File: config.mk
export PLATFORM = sky130hd
export DESIGN_NAME = ddr_req_queue
export DESIGN_NICKNAME = d
export VERILOG_FILES = /design/src/rtl/ddr_req_queue.sv
export SDC_FILE = /design/constraint.sdc
export NUM_CORES = 1
export LEC_CHECK = 0
export BUFFER_PORTS_ARGS = -buffer_cell sky130_fd_sc_hd__buf_2
export CORE_ASPECT_RATIO = 2
export CORE_MARGIN = 2
export CORE_UTILIZATION = 46
export DETAILED_ROUTE_END_ITERATION = 10
export SYNTH_ARGS = -nofsm -noshare
export SYNTH_HDL_FRONTEND = slang
export SYNTH_SLANG_ARGS = --single-unit
File: constraint.sdc
create_clock -name clock -period 9.4 [get_ports clock]
set_input_delay 0.47 -clock clock [delete_from_list [all_inputs] [get_ports clock]]
set_output_delay 0.47 -clock clock [all_outputs]
set_load 0.02 [all_outputs]
File: src/rtl/ddr_req_queue.sv
// ddr_req_queue
// Host-side request FIFO in front of the DDR controller. Buffers read/write
// requests, decodes the byte address into DDR4 bg/ba/row/col at issue time and
// hands one command at a time to the controller, paced by next_cmd/rw_proc.
//
// Ports:
//   clock, reset          sole clock (rising edge), async active-high reset
//   req_valid/req_ready   host push handshake (ready = count < DEPTH)
//   req_rw/addr/wdata     request payload (1 = write)
//   next_cmd, rw_proc     controller idle / controller busy
//   cmd_valid             one-cycle issue strobe
//   cmd_rw/bg/ba/row/col  registered issued command fields
//   cmd_wdata             registered issued write data
//   count                 current occupancy
//   overflow              sticky: push attempted while full
//
// Optional feature: define DDR_REQ_QUEUE_STATS_EN to add stat_rd, stat_wr
// (saturating issued read/write counters) and stat_max_count (occupancy
// high-water mark).
module ddr_req_queue #(
    parameter int unsigned DEPTH  = 8,
    parameter int unsigned DATA_W = 64
) (
    input  logic                     clock,
    input  logic                     reset,
    input  logic                     req_valid,
    output logic                     req_ready,
    input  logic                     req_rw,
    input  logic [31:0]              req_addr,
    input  logic [DATA_W-1:0]        req_wdata,
    input  logic                     next_cmd,
    input  logic                     rw_proc,
    output logic                     cmd_valid,
    output logic                     cmd_rw,
    output logic [1:0]               cmd_bg,
    output logic [1:0]               cmd_ba,
    output logic [14:0]              cmd_row,
    output logic [9:0]               cmd_col,
    output logic [DATA_W-1:0]        cmd_wdata,
    output logic [$clog2(DEPTH):0]   count,
    output logic                     overflow
`ifdef DDR_REQ_QUEUE_STATS_EN
    ,
    output logic [15:0]              stat_rd,
    output logic [15:0]              stat_wr,
    output logic [$clog2(DEPTH):0]   stat_max_count
`endif
);

    localparam int unsigned PTR_W = $clog2(DEPTH);
    localparam int unsigned CNT_W = PTR_W + 1;
    localparam logic [CNT_W-1:0] FULL = CNT_W'(DEPTH);

    typedef enum logic [1:0] {StIdle, StIssue, StWaitBusy, StWaitDone} state_e;

    state_e state_q, state_d;

    logic [PTR_W-1:0]  wr_ptr_q, rd_ptr_q;
    logic [CNT_W-1:0]  count_q, count_d;
    logic              overflow_q;

    // Storage has no reset: the pointers define what is valid.
    logic              mem_rw    [DEPTH];
    logic [31:3]       mem_addr  [DEPTH];
    logic [DATA_W-1:0] mem_wdata [DEPTH];

    logic              cmd_rw_q;
    logic [31:3]       cmd_addr_q;
    logic [DATA_W-1:0] cmd_wdata_q;

    logic push, pop, launch;

    assign req_ready = (count_q < FULL);
    assign cmd_valid = (state_q == StIssue);
    assign push      = req_valid && req_ready;
    assign pop       = cmd_valid;
    // Fields are latched while leaving IDLE so they are valid during ISSUE.
    assign launch    = (state_q == StIdle) && (state_d == StIssue);

    // ---------------- Issue FSM ----------------
    always_comb begin
        state_d = state_q;
        case (state_q)
            StIdle:     if (count_q != '0 && next_cmd) state_d = StIssue;
            StIssue:    state_d = StWaitBusy;
            StWaitBusy: if (rw_proc) state_d = StWaitDone;
            StWaitDone: if (!rw_proc && next_cmd) state_d = StIdle;
            default:    state_d = StIdle;
        endcase
    end

    // ---------------- Occupancy ----------------
    always_comb begin
        count_d = count_q;
        unique case ({push, pop})
            2'b10:   count_d = count_q + CNT_W'(1);
            2'b01:   count_d = count_q - CNT_W'(1);
            default: count_d = count_q;
        endcase
    end

    always_ff @(posedge clock or posedge reset) begin
        if (reset) begin
            state_q    <= StIdle;
            wr_ptr_q   <= '0;
            rd_ptr_q   <= '0;
            count_q    <= '0;
            overflow_q <= 1'b0;
        end else begin
            state_q <= state_d;
            count_q <= count_d;
            if (push) wr_ptr_q <= wr_ptr_q + PTR_W'(1);
            if (pop)  rd_ptr_q <= rd_ptr_q + PTR_W'(1);
            if (req_valid && !req_ready) overflow_q <= 1'b1;
        end
    end

    always_ff @(posedge clock) begin
        if (push) begin
            mem_rw[wr_ptr_q]    <= req_rw;
            mem_addr[wr_ptr_q]  <= req_addr[31:3];
            mem_wdata[wr_ptr_q] <= req_wdata;
        end
    end

    // ---------------- Issued command registers ----------------
    always_ff @(posedge clock or posedge reset) begin
        if (reset) begin
            cmd_rw_q    <= 1'b0;
            cmd_addr_q  <= '0;
            cmd_wdata_q <= '0;
        end else if (launch) begin
            cmd_rw_q    <= mem_rw[rd_ptr_q];
            cmd_addr_q  <= mem_addr[rd_ptr_q];
            cmd_wdata_q <= mem_wdata[rd_ptr_q];
        end
    end

    assign cmd_rw    = cmd_rw_q;
    assign cmd_col   = cmd_addr_q[12:3];
    assign cmd_ba    = cmd_addr_q[14:13];
    assign cmd_bg    = cmd_addr_q[16:15];
    assign cmd_row   = cmd_addr_q[31:17];
    assign cmd_wdata = cmd_wdata_q;
    assign count     = count_q;
    assign overflow  = overflow_q;

`ifdef DDR_REQ_QUEUE_STATS_EN
    logic [15:0]      stat_rd_q, stat_wr_q;
    logic [CNT_W-1:0] stat_max_q;

    always_ff @(posedge clock or posedge reset) begin
        if (reset) begin
            stat_rd_q  <= '0;
            stat_wr_q  <= '0;
            stat_max_q <= '0;
        end else begin
            if (cmd_valid && !cmd_rw_q && stat_rd_q != 16'hFFFF) stat_rd_q <= stat_rd_q + 16'd1;
            if (cmd_valid &&  cmd_rw_q && stat_wr_q != 16'hFFFF) stat_wr_q <= stat_wr_q + 16'd1;
            if (count_q > stat_max_q) stat_max_q <= count_q;
        end
    end

    assign stat_rd        = stat_rd_q;
    assign stat_wr        = stat_wr_q;
    assign stat_max_count = stat_max_q;
`endif

endmodule

== After elaboration in Yosys (flattened, before gate mapping) ==
Memories as Yosys holds them, arrays and structs flattened. A register that Yosys moved wholly into a read port is not among the register bits.
Cells that the tools add are included.

* Add/subtract/negate cells: 4
* Magnitude comparators: 1
* Equality and inequality tests: 6
* Muxes and demuxes: 7
* Reduce and logical (&&, ||, !) cells: 10

{| class="wikitable"
|+ Operator list
! operator !! count
|-
| $pmux W2 S4 || 1
|-
| $pmux W4 S2 || 1
|-
| $add A3 B1 Y3 const B || 2
|-
| $eq A2 B1 Y1 const B || 3
|-
| $eq A2 B2 Y1 const B || 3
|-
| $mux W2 || 3
|-
| $logic_and A1 B1 Y1 || 5
|-
| $add A4 B1 Y4 const B || 1
|-
| $lt A4 B4 Y1 const B || 1
|-
| $reduce_bool A4 Y1 || 1
|-
| $sub A4 B1 Y4 const B || 1
|-
| $logic_not A1 Y1 || 2
|-
| $logic_not A2 Y1 || 1
|-
| $mux W1 || 2
|-
| $reduce_bool A2 Y1 || 1
|}

* Bits in registers: 13
* RAM bits: 752
* Input port bits: 102
* Output and inout bits: 101
* Logic and storage cells: 36
* Memories: 3

{| class="wikitable"
|+ Memories
! name !! depth !! bits a word !! rd ports !! clocked after memory_dff !! write ports !! line !! RTL
|-
| mem_wdata || 8 || 64 || 1 || 1 || 1 || 65 || <nowiki>logic [DATA_W-1:0] mem_wdata [DEPTH];</nowiki>
|-
| mem_addr || 8 || 29 || 1 || 1 || 1 || 64 || <nowiki>logic [31:3] mem_addr [DEPTH];</nowiki>
|-
| mem_rw || 8 || 1 || 1 || 1 || 1 || 63 || <nowiki>logic mem_rw [DEPTH];</nowiki>
|}

== Longest topological paths before layout ==
Gate-level depths: netlist of run 1.

* Word-level depth: 6
* Depth in mapped cells: 9
* Gate-level depth less buffers: 9

== Worst setup path after synthesis of run 1 ==
OpenSTA, ideal clock, no wires.

* Path type: register to register
* Start point: register count_q[3] (netlist: count[3])
* End point: memory mem_addr[0][0] (netlist name) (enable)
* Setup time: 0.662 ns
* Data arrival time: 7.334 ns
* Data required time: 8.738 ns
* Path slack: 1.405 ns
* Cell stages (with the launch flop): 4
* Path buffers: 0
* Period minus slack after synthesis: 7.995 ns
* Cells stage by stage: dfrtp_1 nor2b_1 nand2b_1 nor3_1

* Cells in the longest elaborated chain, start to end: 4

{| class="wikitable"
|+ RTL lines
! element !! line !! RTL
|-
| start: declaration || 59 || <nowiki>logic [CNT_W-1:0] count_q, count_d;</nowiki>
|-
| start signal: assignment || 111 || <nowiki>count_q <= count_d;</nowiki>
|-
| $lt A4 B4 Y1 || 73 || <nowiki>assign req_ready = (count_q < FULL);</nowiki>
|-
| $logic_and A1 B1 Y1 || 75 || <nowiki>assign push = req_valid && req_ready;</nowiki>
|-
| $mux W1 || 119 || <nowiki>if (push) begin</nowiki>
|-
| $mux W1 (implied by the code) || 121 || <nowiki>mem_addr[wr_ptr_q] <= req_addr[31:3];</nowiki>
|-
| end: declaration || 64 ||
|}

Every way passes these cells.

== Worst setup path after layout of run 1 ==
* Start point: register count_q[0] (netlist: count[0])
* End point: register cmd_wdata_q[15] (netlist: cmd_wdata[15]), read port of mem_wdata

* Cells in the longest elaborated chain, start to end: 6

{| class="wikitable"
|+ RTL lines
! element !! line !! RTL
|-
| $reduce_bool A4 Y1 || 84 || <nowiki>StIdle: if (count_q != '0 && next_cmd) state_d = StIssue;</nowiki>
|-
| $logic_and A1 B1 Y1 || 84 ||
|-
| $mux W2 || 84 ||
|-
| $pmux W2 S4 || 83 || <nowiki>case (state_q)</nowiki>
|-
| $eq A2 B1 Y1 || 78 || <nowiki>assign launch = (state_q == StIdle) && (state_d == StIssue);</nowiki>
|-
| $logic_and A1 B1 Y1 || 78 ||
|-
| end: declaration || 69 || <nowiki>logic [DATA_W-1:0] cmd_wdata_q;</nowiki>
|}

Every way passes these cells.
A chain may end at the register's enable or synchronous reset.

==> results.md, run 1 <==
* Status: complete, no violations
* P_sw at 3200 uW
* Met1 Use GR at 24.6%
* GR Util All Layers at 19.0%
* GR Util met3 at 4.53%
* FF+latch count, synth at 859
* Gate power share at 25.3%
* Worst endpoint required time at 9860 ps
* Max Buffers Root-to-Sink at 3
* Fill cell count at 5,434
* Global route hottest layer: met2
* Routed vias/inst at 5.58
* Die area at 0.0720 mm2
* Headroom to the max-slew limit at 22.3%
* Pin count of the biggest net entering global routing at 86
* Vias in the first global route at 15,780
* DR WL/cell at 25.2 um
* Clock Power Share at 28.0%
* Syn nets at 1,564
* Final hold vios at 0
* Final period util at 36.8%
* Tightest Pin Transition at 1170 ps
* Final WL at 66,800 um
* Final slew viol count at 0
* Die Ht at 378 um
* Max-Cap Viols at 0
* Cell taking the most area after synthesis: edfxtp_1
* Hold-fix buffers, CTS at 0
* Die Span X at 191 um
* Top-area cell type share of the netlist area at 70.4%
* RSZ-0062 raised after global routing: false
* Antenna violations before repair at 17
* CP Capture Type: register
* Setup-failing EPs final at 0
* Setup Buffers After CTS at 0
* Post-synthesis cell count at 1,457
* Routed vias at 14,800
* H-tree depth at 3
* Main area contributors after synthesis: edfxtp_1 (70%), mux4_2 (13%), dfrtp_1 (8.3%)
* Hold/Removal Path Class: in -> async
* Worst-skew pair later-pin latency at 620 ps
* Number of synthesized flops with an enable pin at 752
* Pre-antenna DRT Iters at 5
* Worst Hold Margin at 4.10 ps
* Commonest non-fill, non-tap cells in the layout: edfxtp_1 (752), buf_2 (199), mux4_2 (188), dfrtp_1 (104), nand2_1 (100)
* Share of cells above drive strength 1 at 31.3%
* Top Ports at 203
* Post-CTS sizing at 0
* CP Class: reg -> reg
* Worst-path clk slew at 70 ps
* DP HPWL at 35,300 um
* Post-Synthesis Mean Instance Area at 22.0 um2
* Initial drt markers at 1,018
* PwrDens at 299 mW/mm2
* NumNets Final at 1,792
* Port bufs at 199
* CTS Sinks at 859
* Switch share at 29.3%
* Peak VDD IR at 0.313 mV
* Num rows at 137
* CTS buffer count at 73
* Total leakage power at 0.0126 uW
* Routed Antenna Nets at 0
* Gr ovfl total at 0
* Post-synth cell types at 30
* Final Wtd Congestion at 0.721
* Syn. warnings at 0
* Element type at the critical path start: register
* Final Skew at 17.3 ps
* Cell-internal power at 7720 uW
* First-pass GRT wire length at 99,300 um
* Synthesized area at 0.0321 mm2
* Commonest non-fill, non-tap cell in the layout: edfxtp_1
* Top_reg_cell synth: edfxtp_1
* Async SR Flop Fraction at 12.5%
* Tmin final at 3460 ps
* Setup TNS Final at 0 ps
* Crit path DAT at 3920 ps
* Post-synthesis sequential area ratio at 78.7%
* Core area at 0.0694 mm2
* Crit-path max FO at 66
* Area Overhead vs Synth at 13.8%
* Register share of total power at 46.7%
* Clock root buffer: clkbuf_16
* TritonCTS clock tree: done
* Fmax at 289 MHz
* DRC at 0
* GR Util met2 at 31.9%
* Initial Util at 46.2%
-- synth_stat cells (6+ instances only) --
library cell and number:
edfxtp_1 752, clkbuf_1 13, o21ai_1 6, buf_2 29, nand2_1 100, mux4_2 188, nor2_1 9, dfrtp_1 107
o21ai_0 90, buf_4 24, mux2i_1 94
-- per-layer routing --
| metal | part of all wire (%) | routed length [um] | up-vias |
|---|---|---|---|
| met3 | 6.7 | 4450 | 100 |
| met2 | 50 | 33700 | 416 |
| met5 | 0.28 | 189 | - |
| met4 | 1.7 | 1120 | 30 |
| met1 | 41 | 27400 | 7862 |
| li1 | - | - | 6392 |
-- state kept, by name (all words and copies together), names as in the netlist --
register / flops
cmd_addr_q: 29
cmd_wdata: 64
mem_addr: 232
cmd_rw: 1
wr_ptr_q: 3
state_q: 2
mem_wdata: 512
count: 4
mem_rw: 8
rd_ptr_q: 3
overflow: 1
-- worst paths after layout --
check                      startpoint       endpoint  slack [ps]  cells past startpoint
setup / recovery             count[0]  cmd_wdata[15]        5940                      5
hold / removal                  reset  cmd_wdata[14]           4                      2
setup reg to reg             count[0]  cmd_wdata[15]        5940                      5
hold reg to reg              overflow       overflow         460                      1
max in group asynchronous       reset    rd_ptr_q[1]        7980                      3
min in group clock          req_valid       overflow          80                      2
-- critical path, cell delays in order (launching register included) --
cell     delay (ps)
dfrtp_1         450
or4_4           590
nand3_4         580
buf_4           710
buf_4           680
o21ai_0         240
-- area by class of cell --
cell class	instances	area [um2]	area share [%]
Clock buffer	105	2190	6.01
Antenna cell	3	7.51	0.0206
Inverter	3	16.3	0.0445
Multi-Input combinational cell	522	6420	17.6
Clock inverter	30	275	0.754
Timing Repair Buffer	226	1210	3.32
Sequential cell	859	25300	69.2
Tap cell	903	1130	3.09
-- stage by stage --
step / util [%] / area, um2 / total power (uW) / std cells / setup WS, ps
after floorplan: - / 32100 / 7170 / 1457 / 1400
after global placement: 49.1 / 34100 / 7920 / 2513 / 5940
after detailed placement: 49.1 / 34100 / 8020 / 2513 / 5790
after CTS: 52.6 / 36500 / 11100 / 2648 / 5870
after global routing: 52.6 / 36500 / 11400 / 2648 / 5650
final: 52.6 / 36500 / 10900 / 2651 / 5940
-- cell families (layout without fill, tap and decap cells) --
group | count (synthesis) | in the layout | share of synthesized area (%)
xor+xnor | 9 | 9 | 0.246
flops | 859 | 859 | 78.7
compound gates | 100 | 100 | 1.58
fa+ha+maj | 5 | 5 | 0.195
simple gates | 123 | 123 | 1.60
mux | 285 | 285 | 16.2
buf+inv | 76 | 364 | 1.43
other cells | 0 | 3 | 0
-- power by group through the flow --
stage / clock network, uW / registers, uW / logic, uW
final: 3060 / 5100 / 2760
after global routing: 3270 / 5170 / 3000
after CTS: 3130 / 5120 / 2830
after detailed placement: 0 / 5190 / 2820
after global placement: 0 / 5150 / 2770
after floorplan: 0 / 5280 / 1890
Power figures use the tool's default switching activity.
==> run 2: changes to the inputs <==
ABC_AREA = 1   (was unset)
PLACE_DENSITY = 0.66   (was unset)
clock period = 2.9 ns   (was 9.4 ns; I/O delays follow)
==> results.md, run 2 <==
* Final setup margin at 525 ps
* GR Util All Layers at 22.2%
* Syn. warnings at 0
* Register share of total power at 42.5%
* Initial Util at 46.2%
* Most used cell, CP: nand2_1
* Register area at 0.0253 mm2
* Routed vias at 21,723
* Reg2Reg Capture Point: cmd_wdata[46]
* Fin util at 53.8%
* Total power at 38,400 uW
* Worst-path clk slew at 70 ps
* Post-synthesis sequential area ratio at 75.4%
* TritonCTS clock tree: done
* Pre-CTS WS at 560 ps
* Worst path cell trace: inv_2, nand2_1, nor3_2, nand3b_1, buf_4, nand2_1, nand2_1
* Cell-internal power at 25,100 uW
* Die Span X at 195 um
* RSZ-0062 raised after global routing: false
* CTS buffer count at 74
* Hold/Removal Path Class: in -> async
* Top post-synthesis cells by count: nor2_1 (763), edfxtp_1 (752), nand3_1 (284)
* Max reg flops at 512
* P_sw at 13,300 uW
* Setup TNS Final at 0 ps
* Num rows at 140
* Worst-skew pair later-pin latency at 640 ps
* Tmin final at 2370 ps
* CP peak stage delay at 720 ps
* DP HPWL at 42,700 um
* Async SR Flop Fraction at 12.5%
* Vias in the first global route at 22,275
* Post-synthesis cell count at 2,707
* CP Capture Type: register
* Dpl cells at 3,715
* Worst reg2reg path depth at 7
* H-tree depth at 3
* Synthesized area at 0.0335 mm2
* Element type at the critical path start: register
* Gr ovfl total at 0
* Max Buffers Root-to-Sink at 3
* Clock root buffer: clkbuf_16
* Total leakage power at 0.0142 uW
* Tightest Pin Transition at 1130 ps
* Clock Power Share at 26.9%
* Top_reg_cell synth: edfxtp_1
* Final slew viol count at 0
* Setup-failing EPs final at 0
* Slowest cell on crit path: buf_4
* Final period util at 81.9%
* First-pass GRT wire length at 127,000 um
* Pre-antenna DRT Iters at 6
* Commonest non-fill, non-tap cells in the layout: nor2_1 (755), edfxtp_1 (752), nand3_1 (284), o21ai_0 (249), nand2_1 (214)
* CP Class: reg -> reg
* Number of synthesized flops with an enable pin at 752
* Crit path DAT at 2940 ps
* Crit-path max FO at 53
* PwrDens at 984 mW/mm2
* Cell taking the most area after synthesis: edfxtp_1
* Pin count of the biggest net entering global routing at 190
* FF+latch count, synth at 859
* Max-Cap Viols at 0
* Core area at 0.0725 mm2
* Main area contributors after synthesis: edfxtp_1 (67%), nor2_1 (8.6%), dfrtp_1 (8.0%)
* Final WL at 82,900 um
* Post-Synthesis Mean Instance Area at 12.4 um2
* Top Ports at 203
* Worst endpoint required time at 3460 ps
* Die area at 0.0751 mm2
* DRC at 0
* Share of cells above drive strength 1 at 12.5%
* Initial drt markers at 1,542
* Post-synth cell types at 27
* Count leader, synth: nor2_1
* Final Skew at 15.5 ps
* Antenna violations before repair at 6
* Gate power share at 30.6%
* Fill cell count at 5,948
* Slack of the worst reg-to-reg path at 530 ps
* Routed vias/inst at 5.49
* Die Ht at 386 um
* Top-area cell type share of the netlist area at 67.4%
* Peak VDD IR at 0.800 mV
* Port bufs at 199
* Final Wtd Congestion at 0.764
* Syn nets at 2,814
* Commonest non-fill, non-tap cell in the layout: nor2_1
* Switch share at 34.7%
* Area Overhead vs Synth at 16.5%
* CTS Sinks at 859
* Worst R2R Start: count[1]
* Area taken by multi-input logic gates at 0.00725 mm2
* Fmax at 421 MHz
* NumNets Final at 3,074
* Headroom to the max-slew limit at 25.0%
* Status: complete, no violations
* DR WL/cell at 21.0 um
* Final hold vios at 0
* Largest Register: mem_wdata
* Non-Filler Instances at 3,954
* Routed Antenna Nets at 0
[run 2: area by class of cell]
cell class | count | area share, %
sequential | 859 | 64.8
multi-input combinational | 1663 | 18.6
timing repair buffer | 349 | 6.84
clock buffer | 110 | 5.68
tap | 923 | 2.96
clock inverter | 27 | 0.863
inverter | 20 | 0.253
antenna | 3 | 0.0192
[run 2: cell families after synthesis]
kind of cell | Yosys count | synth area share (%)
DFF | 859 | 75.4
buffers and inverters | 185 | 3.13
xor gates and xnor gates | 6 | 0.157
and+or+nand+nor | 1267 | 15.3
AOI/OAI and AO/OA | 385 | 5.77
adders and majority gates | 5 | 0.187
[run 2: power groups by stage]
stage,sequential [uW],clock (uW),combinational [uW]
final,16300,10300,11800
after global routing,16500,11000,13000
after CTS,16300,10500,11800
after floorplan,17100,0,7520
after global placement,16500,0,11300
after detailed placement,16600,0,11700
[run 2: critical path, delay by kind of cell (launching register included)]
family        cells  cell delay [ps]
buf+inv           2              820
simple gates      5             1010
flops             1              430
[run 2: metrics by stage]
step	hold WS, ps	cell area (um2)
after detailed placement	274	35500
after global placement	279	35500
after CTS	120	39000
final	150	39000
after floorplan	244	33600
after global routing	153	39000
[run 2: routing by layer]
metal | vias to the layer above | GRT usage, % | routed length [um]
li1 | 10012 | - | -
met2 | 761 | 39.2 | 42300
met4 | 6 | 10.0 | 2810
met1 | 10770 | 26.8 | 33000
met5 | - | 0 | 41
met3 | 174 | 3.73 | 4790
[run 2: worst max path at each step]
| stage | start | endpoint | slack, ps | cells after the start |
|---|---|---|---|---|
| detailed placement | count[2] | cmd_wdata[51] | 560 | 7 |
| global route | count[2] | cmd_wdata[46] | 380 | 7 |
| finish | count[1] | cmd_wdata[46] | 530 | 7 |
| CTS | count[2] | cmd_wdata[57] | 540 | 7 |
| floorplan | count[3] | mem_addr[0][0] | 40 | 4 |
| global placement | count[2] | cmd_wdata[15] | 620 | 7 |
[run 2: timing repair]
action / in CTS / in global routing
gates resized for setup: 0 / 0
hold buffers: 99 / 0
buffers inserted: 0 / 0
hold endpoints to repair: 769 / 0
